**config.mk**
```make
export PLATFORM = sky130hd
export DESIGN_NAME = forward_east_unit
export DESIGN_NICKNAME = d
export VERILOG_FILES = /design/src/rtl/router_pkg.sv /design/src/rtl/dx_decode.sv /design/src/rtl/forward_east_unit.sv
export SDC_FILE = /design/constraint.sdc
export NUM_CORES = 1
export LEC_CHECK = 0
export CORE_ASPECT_RATIO = 2
export CORE_MARGIN = 5
export CORE_UTILIZATION = 44
export CTS_BUF_LIST = sky130_fd_sc_hd__clkbuf_16
export CTS_CLUSTER_DIAMETER = 80
export DETAILED_ROUTE_END_ITERATION = 10
export PLACE_DENSITY = 0.78
export SYNTH_ARGS = -nofsm -noshare
export SYNTH_HDL_FRONTEND = slang
export SYNTH_HIERARCHICAL = 1
export SYNTH_SLANG_ARGS = --single-unit
```
**constraint.sdc**
```tcl
create_clock -name clk -period 2.15 [get_ports clk]
set_input_delay 0.645 -clock clk [delete_from_list [all_inputs] [get_ports clk]]
set_output_delay 0.645 -clock clk [all_outputs]
set_load 0.03 [all_outputs]
```
**src/rtl/router_pkg.sv**
```systemverilog
// Shared definitions for the mesh router XY routing path: packet field layout,
// destination-port encoding and helpers to read/rewrite the signed dx field.
package router_pkg;

    localparam int PKT_W  = 16;
    localparam int DX_LSB = 4;
    localparam int DX_W   = 4;
    localparam int DY_W   = 4;

    typedef enum logic [1:0] {
        PORT_LOCAL = 2'd0,
        PORT_EAST  = 2'd1,
        PORT_DROP  = 2'd2
    } dest_port_t;

    // Pull the two's-complement X offset out of a packet.
    function automatic logic [DX_W-1:0] get_dx(input logic [PKT_W-1:0] pkt);
        return pkt[DX_LSB +: DX_W];
    endfunction

    // Return a copy of the packet with only the dx field replaced.
    function automatic logic [PKT_W-1:0] set_dx(input logic [PKT_W-1:0] pkt,
                                                input logic [DX_W-1:0]  dx);
        logic [PKT_W-1:0] result;
        result = pkt;
        result[DX_LSB +: DX_W] = dx;
        return result;
    endfunction

endpackage

```
**src/rtl/dx_decode.sv**
```systemverilog
// Combinational dx decoder: chooses the destination port from the sign and
// magnitude of dx and provides the dx value after one more eastward hop.
module dx_decode
    import router_pkg::*;
(
    input  logic [DX_W-1:0] dx,
    output dest_port_t      port,
    output logic [DX_W-1:0] dx_next
);

    // Negative offsets mean the packet overshot its column; zero means it has
    // arrived; positive means it still needs to travel east.
    always_comb begin
        port    = PORT_LOCAL;
        dx_next = dx - DX_W'(1);
        if (dx[DX_W-1]) begin
            port = PORT_DROP;
        end else if (dx != '0) begin
            port = PORT_EAST;
        end
    end

endmodule

```
**src/rtl/forward_east_unit.sv**
```systemverilog
// East-port forwarding stage: registers each valid packet onto the east or
// local output (east copies carry dx reduced by one hop) and drops misrouted
// packets with a one-cycle flag and a saturating drop counter.
module forward_east_unit
    import router_pkg::*;
#(
    parameter int CNT_W = 8
) (
    input  logic             clk,
    input  logic             rst_n,
    input  logic [PKT_W-1:0] packet_in,
    input  logic             valid_in,
    output logic [PKT_W-1:0] packet_east,
    output logic             valid_east,
    output logic [PKT_W-1:0] packet_local,
    output logic             valid_local,
    output logic             misroute,
    output logic [CNT_W-1:0] drop_count
);

    dest_port_t      port;
    logic [DX_W-1:0] dx_next;

    dx_decode u_dx_decode (
        .dx      (get_dx(packet_in)),
        .port    (port),
        .dx_next (dx_next)
    );

    // Output registers: valids/misroute are per-cycle pulses, packet registers
    // only load on their own port so they hold the last delivered packet.
    always_ff @(posedge clk) begin
        if (!rst_n) begin
            packet_east  <= '0;
            valid_east   <= 1'b0;
            packet_local <= '0;
            valid_local  <= 1'b0;
            misroute     <= 1'b0;
            drop_count   <= '0;
        end else begin
            valid_east  <= 1'b0;
            valid_local <= 1'b0;
            misroute    <= 1'b0;
            if (valid_in) begin
                case (port)
                    PORT_EAST: begin
                        packet_east <= set_dx(packet_in, dx_next);
                        valid_east  <= 1'b1;
                    end
                    PORT_LOCAL: begin
                        packet_local <= packet_in;
                        valid_local  <= 1'b1;
                    end
                    default: begin
                        misroute <= 1'b1;
                        if (drop_count != '1) begin
                            drop_count <= drop_count + CNT_W'(1);
                        end
                    end
                endcase
            end
        end
    end

endmodule

```
# Yosys cells after proc, flatten, opt, wreduce, memory -nomap -nowiden
# Index checks and enable logic that the tools add are counted.
# classes
n_addsub	2
multipliers	0
n_lt_le_gt_ge	0
n_bitwise	1
n_eq_ne	2
shift	0
reduce_logical	7
n_mux	5
div	0
# ops
cell	n
$add A8 B1 Y8 const B	1
$ne A8 B8 Y1 const B	1
$reduce_and A2 Y1	3
$mux W1	4
$reduce_bool A4 Y1	1
$sub A4 B1 Y4 const B	1
$reduce_and A3 Y1	1
$eq A2 B1 Y1 const B	1
$logic_not A2 Y1	1
$mux W2	1
$reduce_or A2 Y1	1
$not A1 Y1	1
# word_totals
word_cells	23
ff_bits	43
latchBits	0
output_inout_bits	43
ram_bits	0
input_bits	19
mem_bits_ro	0
memories	0

# Depth between registers and ports, before layout
# Gate-level depths: netlist (run 1).
# depth
depth_word	7
mapped_depth	8
depth_no_buf	6

# Cells and area by module
# The synthesis (run 1) kept the hierarchy.
# modules_own_cells
module	seq_area_each_um2	cells_per_inst	instances	area_each_um2
forward_east_unit	860.8	191	1	1691.6
dx_decode	0.0	10	1	67.6

# Least setup slack after synthesis (run 1)
# OpenSTA, ideal clock, no wires.
# synth_timing
path_type	in2reg
start	input packet_in[4]
end	register packet_local[10]
cell_stages	8
arrival_ps	1832
required_time_ps	2028
setup_time_ps	122
slack_ps	196
path_cell_list	inv_1 ha_1 a21oi_1 or3b_2 buf_2 buf_6 nand2_1 a21boi_0
# synth_between
elab_chain_cells	5
# synth_rtl
item	line_no	rtl
start: declaration	forward_east_unit.sv:11	input logic [PKT_W-1:0] packet_in,
$reduce_bool A4 Y1	dx_decode.sv:18	end else if (dx != '0) begin
$mux W1	dx_decode.sv:18	
$mux W2	dx_decode.sv:16	if (dx[DX_W-1]) begin
via port[0]	forward_east_unit.sv:21	dest_port_t port;
$logic_not A2 Y1	forward_east_unit.sv:45	case (port)
$reduce_and A2 Y1 (no line)	n/a	
end signal: assignment	forward_east_unit.sv:51	packet_local <= packet_in;
end: declaration	forward_east_unit.sv:15	output logic [PKT_W-1:0] packet_local,
# The timed path passes the listed nets, and every way through them passes these cells.
# A chain may end at the register's enable or synchronous reset.

# Worst setup path in the final report (run 1)
# layout_timing
start	register drop_count[2]
end	output drop_count[2]
# layout_lines
item	line_no	rtl
start: declaration	forward_east_unit.sv:18	output logic [CNT_W-1:0] drop_count
start signal: assignment	forward_east_unit.sv:57	drop_count <= drop_count + CNT_W'(1);
# No word-level cell between the ends.

==> impl_metrics.py, run 1 <==
metrics = {
    "clock_tree": {
        "cts-buffers-inserted": 5,
        "cts_tree": "done",
        "cts_hold_buf": 0,
        "clockBufferDepth": 2,
        "htree_levels": 2,
        "clkLatencyLatePin_ns": 0.28,
        "cts-root-buf": "clkbuf_16",
        "clock_sinks": 43,
        "clkSlewWorstSetupHoldPaths_ns": 0.06,
    },
    "timing": {
        "setup_viol": 0,
        "hold_violations": 0,
        "worstMarginPinSlew_ns": 0.343,
        "post-route-period-util_pct": 98.6,
        "finalCriticalPeriod_ns": 2.12,
        "whs_ns": 0.457,
        "max_freq_mhz": 472,
        "fin_skew_ns": 0.00296,
        "maxSlewViolCount": 0,
        "slew_headroom_pct": 77.1,
    },
    "yosys": {
        "synth_edf_count": 0,
        "yosysUniqueCellTypes": 35,
        "synth_area_mm2": 0.00176,
        "netlist_top_cells_area": "dfxtp_1, nand2_1, a21boi_0, xor2_1, and2_1",
        "synth_commonest_cells": "nand2_1, dfxtp_1, a21boi_0",
        "synth_nets": 222,
        "ys_ff_latch": 43,
        "synth_ff_type": "dfxtp_1",
        "ys_async_sr_fraction_pct": 0,
        "synthCells": 201,
        "synth_area_leader_cell": "dfxtp_1",
        "synth_seq_area_share_pct": 48.9,
        "synth_top_cell_area_share_pct": 48.9,
        "syn_avg_cell_area_um2": 8.75,
        "yosysMostFrequentCell": "nand2_1",
        "synth_warnings": 6,
    },
    "worst_hold_path": {
        "min_path_type": "flop to flop",
    },
    "job": {
        "drv_cap": 0,
    },
    "global_routing": {
        "grt_pass1_wl_mm": 7.89,
        "grt.total_usage_pct": 19.8,
        "grt_pass1_vias": 1703,
        "grt_max_degree": 45,
        "gr-total-overflow": 0,
        "antenna_found_initial": 0,
    },
    "finish": {
        "diodes": 0,
        "nNetsFinal": 297,
        "stdcell_count": 328,
        "area_growth_pct": 56.2,
        "fill_cells": 321,
        "drive_gt1_share_pct": 11.2,
    },
    "setup_path": {
        "cp_top_family": "buffers and inverters",
        "start_kind": "flop",
        "crit_buf_inv": 1,
        "path_cells": "clkdlybuf4s50_1",
        "end_kind": "output port",
        "worstSetupPathType": "flop to output port",
        "max_stage_delay_ns": 0.73,
        "critPathSlowestCell": "clkdlybuf4s50_1",
        "crit_required_ns": 1.50,
        "worstPathMaxFanout": 6,
        "crit_arrival_ns": 1.47,
    },
    "die": {
        "die_y_um": 99.4,
        "die_width_um": 54.7,
        "io_pins": 62,
        "dieArea_mm2": 0.00544,
        "initial_core_util_pct": 45.3,
        "fp-row-count": 32,
        "coreArea_mm2": 0.00388,
    },
    "drt": {
        "totalWireLength_mm": 4.88,
        "route.detailed.drc": 0,
        "antenna_left": 0,
        "dr.first_iter.drc_count": 25,
        "route.vias.total": 1664,
        "viasPerCell": 5.07,
        "wl_per_cell_um": 14.9,
        "dr.pass1.iters": 4,
    },
    "placement": {
        "port_buffers": 61,
        "hpwl_mm": 3.60,
        "place_inst": 319,
        "routabilityCongestion": 0.766,
    },
    "status": {
        "status": "finished clean",
    },
    "pwr": {
        "leakage_nw": 1.02,
        "p_per_area_mw_per_mm2": 746,
        "vdd_drop_max_mv": 0.624,
    },
}
per-stage QoR:
stage               cell area, um2  worst slack, ns  setup TNS (ns)  utilization [%]  total power [W]
finish                        2750           0.0305               0             70.7          0.00205
floorplan                     1760            0.196               0                -         0.000973
global placement              2510           -0.428           -9.94             64.8          0.00110
global route                  2750         -0.00625        -0.00625             70.7          0.00211
CTS                           2720         -0.00701         -0.0133             69.9          0.00206
detailed placement            2510           -0.529          -12.17             64.8          0.00110
cells by family (layout without fill, tap and decap cells):
group | Yosys count | count (layout) | synth area share (%)
simple gates | 90 | 90 | 24.2
compound gates | 46 | 46 | 19.1
flops | 43 | 43 | 48.9
xor+xnor | 4 | 4 | 1.99
fa+ha+maj | 2 | 2 | 1.42
buf+inv | 16 | 92 | 4.41
layer usage:
metal	vias up	track usage [%]	wire, um	share of wire [%]
met1	776	18.9	1630	33
li1	818	-	-	-
met3	15	3.75	241	4.9
met2	55	36.6	2810	58
met5	-	0	0	0
met4	0	10.6	195	4.0
placed cells by master, fill, tap and decap left out, types with 4 or more instances in the layout:
| master | n |
|---|---|
| dfxtp_1 | 43 |
| inv_1 | 6 |
| clkdlybuf4s50_1 | 61 |
| a21boi_0 | 26 |
| a21boi_1 | 8 |
| nand2_1 | 68 |
| clkbuf_16 | 5 |
| and2_1 | 4 |
| buf_4 | 15 |
power breakdown:
group / leakage, nW / switching [W] / internal [W]
Combinational: 0.577 / 0.000131 / 0.000124
Clock: 0.0952 / 0.000296 / 0.000661
Sequential: 0.349 / 0.0000161 / 0.000822
cell type report:
type                            instances  area, um2  share of cell area, %
Clock buffer                            5        125                   4.55
Clock inverter                          3       63.8                   2.32
Inverter                                5       18.8                  0.683
Multi-Input combinational cell        142        841                   30.6
Sequential cell                        43        861                   31.3
Tap cell                               51       63.8                   2.32
Timing Repair Buffer                   79        774                   28.2
worst paths after layout:
check / start / endpoint / slack [ns] / depth (start not counted)
setup / recovery: drop_count[2]$_SDFFE_PN0P_ / drop_count[2] / 0.03 / 1
hold / removal: packet_east[2]$_SDFFE_PN0P_ / packet_east[2]$_SDFFE_PN0P_ / 0.46 / 2
setup reg to reg: drop_count[0]$_SDFFE_PN0P_ / drop_count[4]$_SDFFE_PN0P_ / 0.57 / 5
hold reg to reg: packet_east[2]$_SDFFE_PN0P_ / packet_east[2]$_SDFFE_PN0P_ / 0.46 / 2
sequential cells by signal (all words and copies together), names as in the netlist:
name	cells
packet_east	16
misroute	1
valid_east	1
drop_count	8
packet_local	16
valid_local	1
what timing repair did:
action | in CTS | in global routing
gates cloned | 0 | 0
pin swaps | 1 | 3
buffers inserted | 0 | 1
gates resized for setup | 3 | 7
setup endpoints to repair | 24 | 31
(Power assumes the default switching activity.)
==> run 2: changes to the inputs <==
==> constraint.sdc (replaced) <==
create_clock -name clk -period 2.15 [get_ports clk]
set_input_delay 0.43 -clock clk [delete_from_list [all_inputs] [get_ports clk]]
set_output_delay 0.43 -clock clk [all_outputs]
set_load 0.03 [all_outputs]
==> run 2 against run 1 <==
Against the previous run: flip-flop and latch count is the same; global-route usage down 1.0 points; sequential share of layout area increased by 0.96 points; combinational power down 2%; critical endpoint is now packet_east[10]$_SDFFE_PN0P_; largest cell class unchanged; largest power group is now sequential cells; highest routed layer unchanged.
==> impl_metrics.py, run 2 (synthesized netlist as in run 1, its figures left out) <==
metrics = {
    "clock_tree": {
        "cts_hold_buf": 0,
        "clockBufferDepth": 2,
        "cts-root-buf": "clkbuf_16",
        "cts_tree": "done",
        "clock_sinks": 43,
        "cts-buffers-inserted": 5,
        "clkSlewWorstSetupHoldPaths_ns": 0.06,
        "htree_levels": 2,
        "clkLatencyLatePin_ns": 0.28,
    },
    "setup_path": {
        "end_kind": "flop",
        "critPathSlowestCell": "clkdlybuf4s50_1",
        "max_stage_delay_ns": 0.49,
        "worstPathMaxFanout": 10,
        "r2r-start": "drop_count[0]$_SDFFE_PN0P_",
        "rr_worst_depth": 5,
        "worstSetupPathType": "primary input to flop",
        "start_kind": "primary input",
        "path_cells": "clkdlybuf4s50_1 > inv_1 > ha_1 > a21oi_2 > and3b_1 > buf_4 > nand2_1 > a21boi_0",
        "r2r_end": "drop_count[4]$_SDFFE_PN0P_",
        "crit_required_ns": 2.35,
        "crit_arrival_ns": 2.10,
        "ff2ff_setup_slack_ns": 0.59,
    },
    "timing": {
        "slew_headroom_pct": 76.6,
        "finalCriticalPeriod_ns": 1.90,
        "fin_skew_ns": 0.00222,
        "fin_ws_ns": 0.252,
        "worstMarginPinSlew_ns": 0.352,
        "hold_violations": 0,
        "setup_viol": 0,
        "totalNegativeSetupSlack_ns": 0,
        "post-route-period-util_pct": 88.3,
        "max_freq_mhz": 527,
        "rsz0062_at_grt": "no",
        "maxSlewViolCount": 0,
    },
    "placement": {
        "port_buffers": 61,
        "routabilityCongestion": 0.751,
        "place_ws_ns": -0.345,
        "placed_area_mm2": 0.00246,
        "hpwl_mm": 3.58,
    },
    "die": {
        "coreArea_mm2": 0.00388,
        "die_y_um": 99.4,
        "initial_core_util_pct": 45.3,
        "dieArea_mm2": 0.00544,
        "die_width_um": 54.7,
        "fp-row-count": 32,
        "io_pins": 62,
    },
    "drt": {
        "dr.pass1.iters": 4,
        "viasPerCell": 5.02,
        "dr.first_iter.drc_count": 30,
        "antenna_left": 0,
        "route.detailed.drc": 0,
        "totalWireLength_mm": 4.70,
        "route.vias.total": 1630,
        "wl_per_cell_um": 14.5,
    },
    "global_routing": {
        "grt_max_degree": 45,
        "grt_pass1_vias": 1571,
        "antenna_found_initial": 0,
        "gr-total-overflow": 0,
        "grt.total_usage_pct": 18.8,
        "grt_pass1_wl_mm": 7.38,
    },
    "pwr": {
        "leakage_nw": 0.979,
        "p_per_area_mw_per_mm2": 676,
        "vdd_drop_max_mv": 0.737,
        "power_w": 0.00180,
    },
    "finish": {
        "stdcell_area_mm2": 0.00267,
        "top_regs": "packet_east (16), packet_local (16), drop_count (8)",
        "area_growth_pct": 51.6,
        "final_common_cell": "nand2_1",
        "drive_gt1_share_pct": 10.2,
        "nNetsFinal": 294,
        "diodes": 0,
        "layout_common_cells": "nand2_1, clkdlybuf4s50_1, dfxtp_1",
    },
    "worst_hold_path": {
        "min_to": "packet_east[5]$_SDFFE_PN0P_",
        "min_path_type": "flop to flop",
        "hp-start": "packet_east[5]$_SDFFE_PN0P_",
        "holdPathStages": 2,
    },
    "job": {
        "drv_cap": 0,
    },
    "status": {
        "status": "finished clean",
    },
}
run 2: cell type report:
class | instances | area [um2]
fill | 309 | 1220
sequential | 43 | 861
multi-input combinational | 142 | 833
timing repair buffer | 76 | 748
clock buffer | 5 | 125
tap | 51 | 63.8
inverter | 5 | 18.8
clock inverter | 3 | 16.3
run 2: per-stage QoR:
stage               std cells  util [%]  hold slack (ns)
floorplan                 201         -            0.565
global placement          314      63.5            0.451
detailed placement        314      63.5            0.457
CTS                       322      67.3            0.465
global route              325      68.7            0.482
finish                    325      68.7            0.463
run 2: worst max-delay path, delay by kind of cell:
family                   cells  cell delay, ns
adder cells (fa/ha/maj)      1            0.22
AO/OA/AOI/OAI                2            0.42
AND/OR/NAND/NOR              2            0.29
buffers and inverters        3            0.74
run 2: report_power, final:
part	leakage, nW	total (W)	switching (W)	internal, W
registers	0.349	0.000838	0.0000159	0.000822
clock network	0.0710	0.000713	0.000290	0.000423
logic	0.559	0.000251	0.000129	0.000122
run 2: how the worst max path moves through the flow:
| stage | startpoint | endpoint |
|---|---|---|
| after CTS | packet_in[4] | packet_local[4]$_SDFFE_PN0P_ |
| after global placement | packet_in[4] | packet_local[3]$_SDFFE_PN0P_ |
| final | packet_in[4] | packet_east[10]$_SDFFE_PN0P_ |
| after global routing | packet_in[4] | packet_east[9]$_SDFFE_PN0P_ |
| after detailed placement | packet_in[4] | packet_local[4]$_SDFFE_PN0P_ |
| after floorplan | packet_in[4] | packet_local[10]$_SDFFE_PN0P_ |
run 2: what timing repair did:
action	CTS	global route
setup endpoints to repair	14	3
pin swaps	0	1
resized for setup	1	2
buffers inserted	0	3
run 2: routing by layer:
| layer | vias to the layer above | track usage [%] | routed length [um] | share of wire, % |
|---|---|---|---|---|
| li1 | 807 | - | - | - |
| met1 | 762 | 17.7 | 1540 | 33 |
| met2 | 49 | 34.2 | 2730 | 58 |
| met3 | 12 | 5.25 | 264 | 5.6 |
| met4 | 0 | 9.21 | 162 | 3.4 |
| met5 | - | 0 | 0 | 0 |
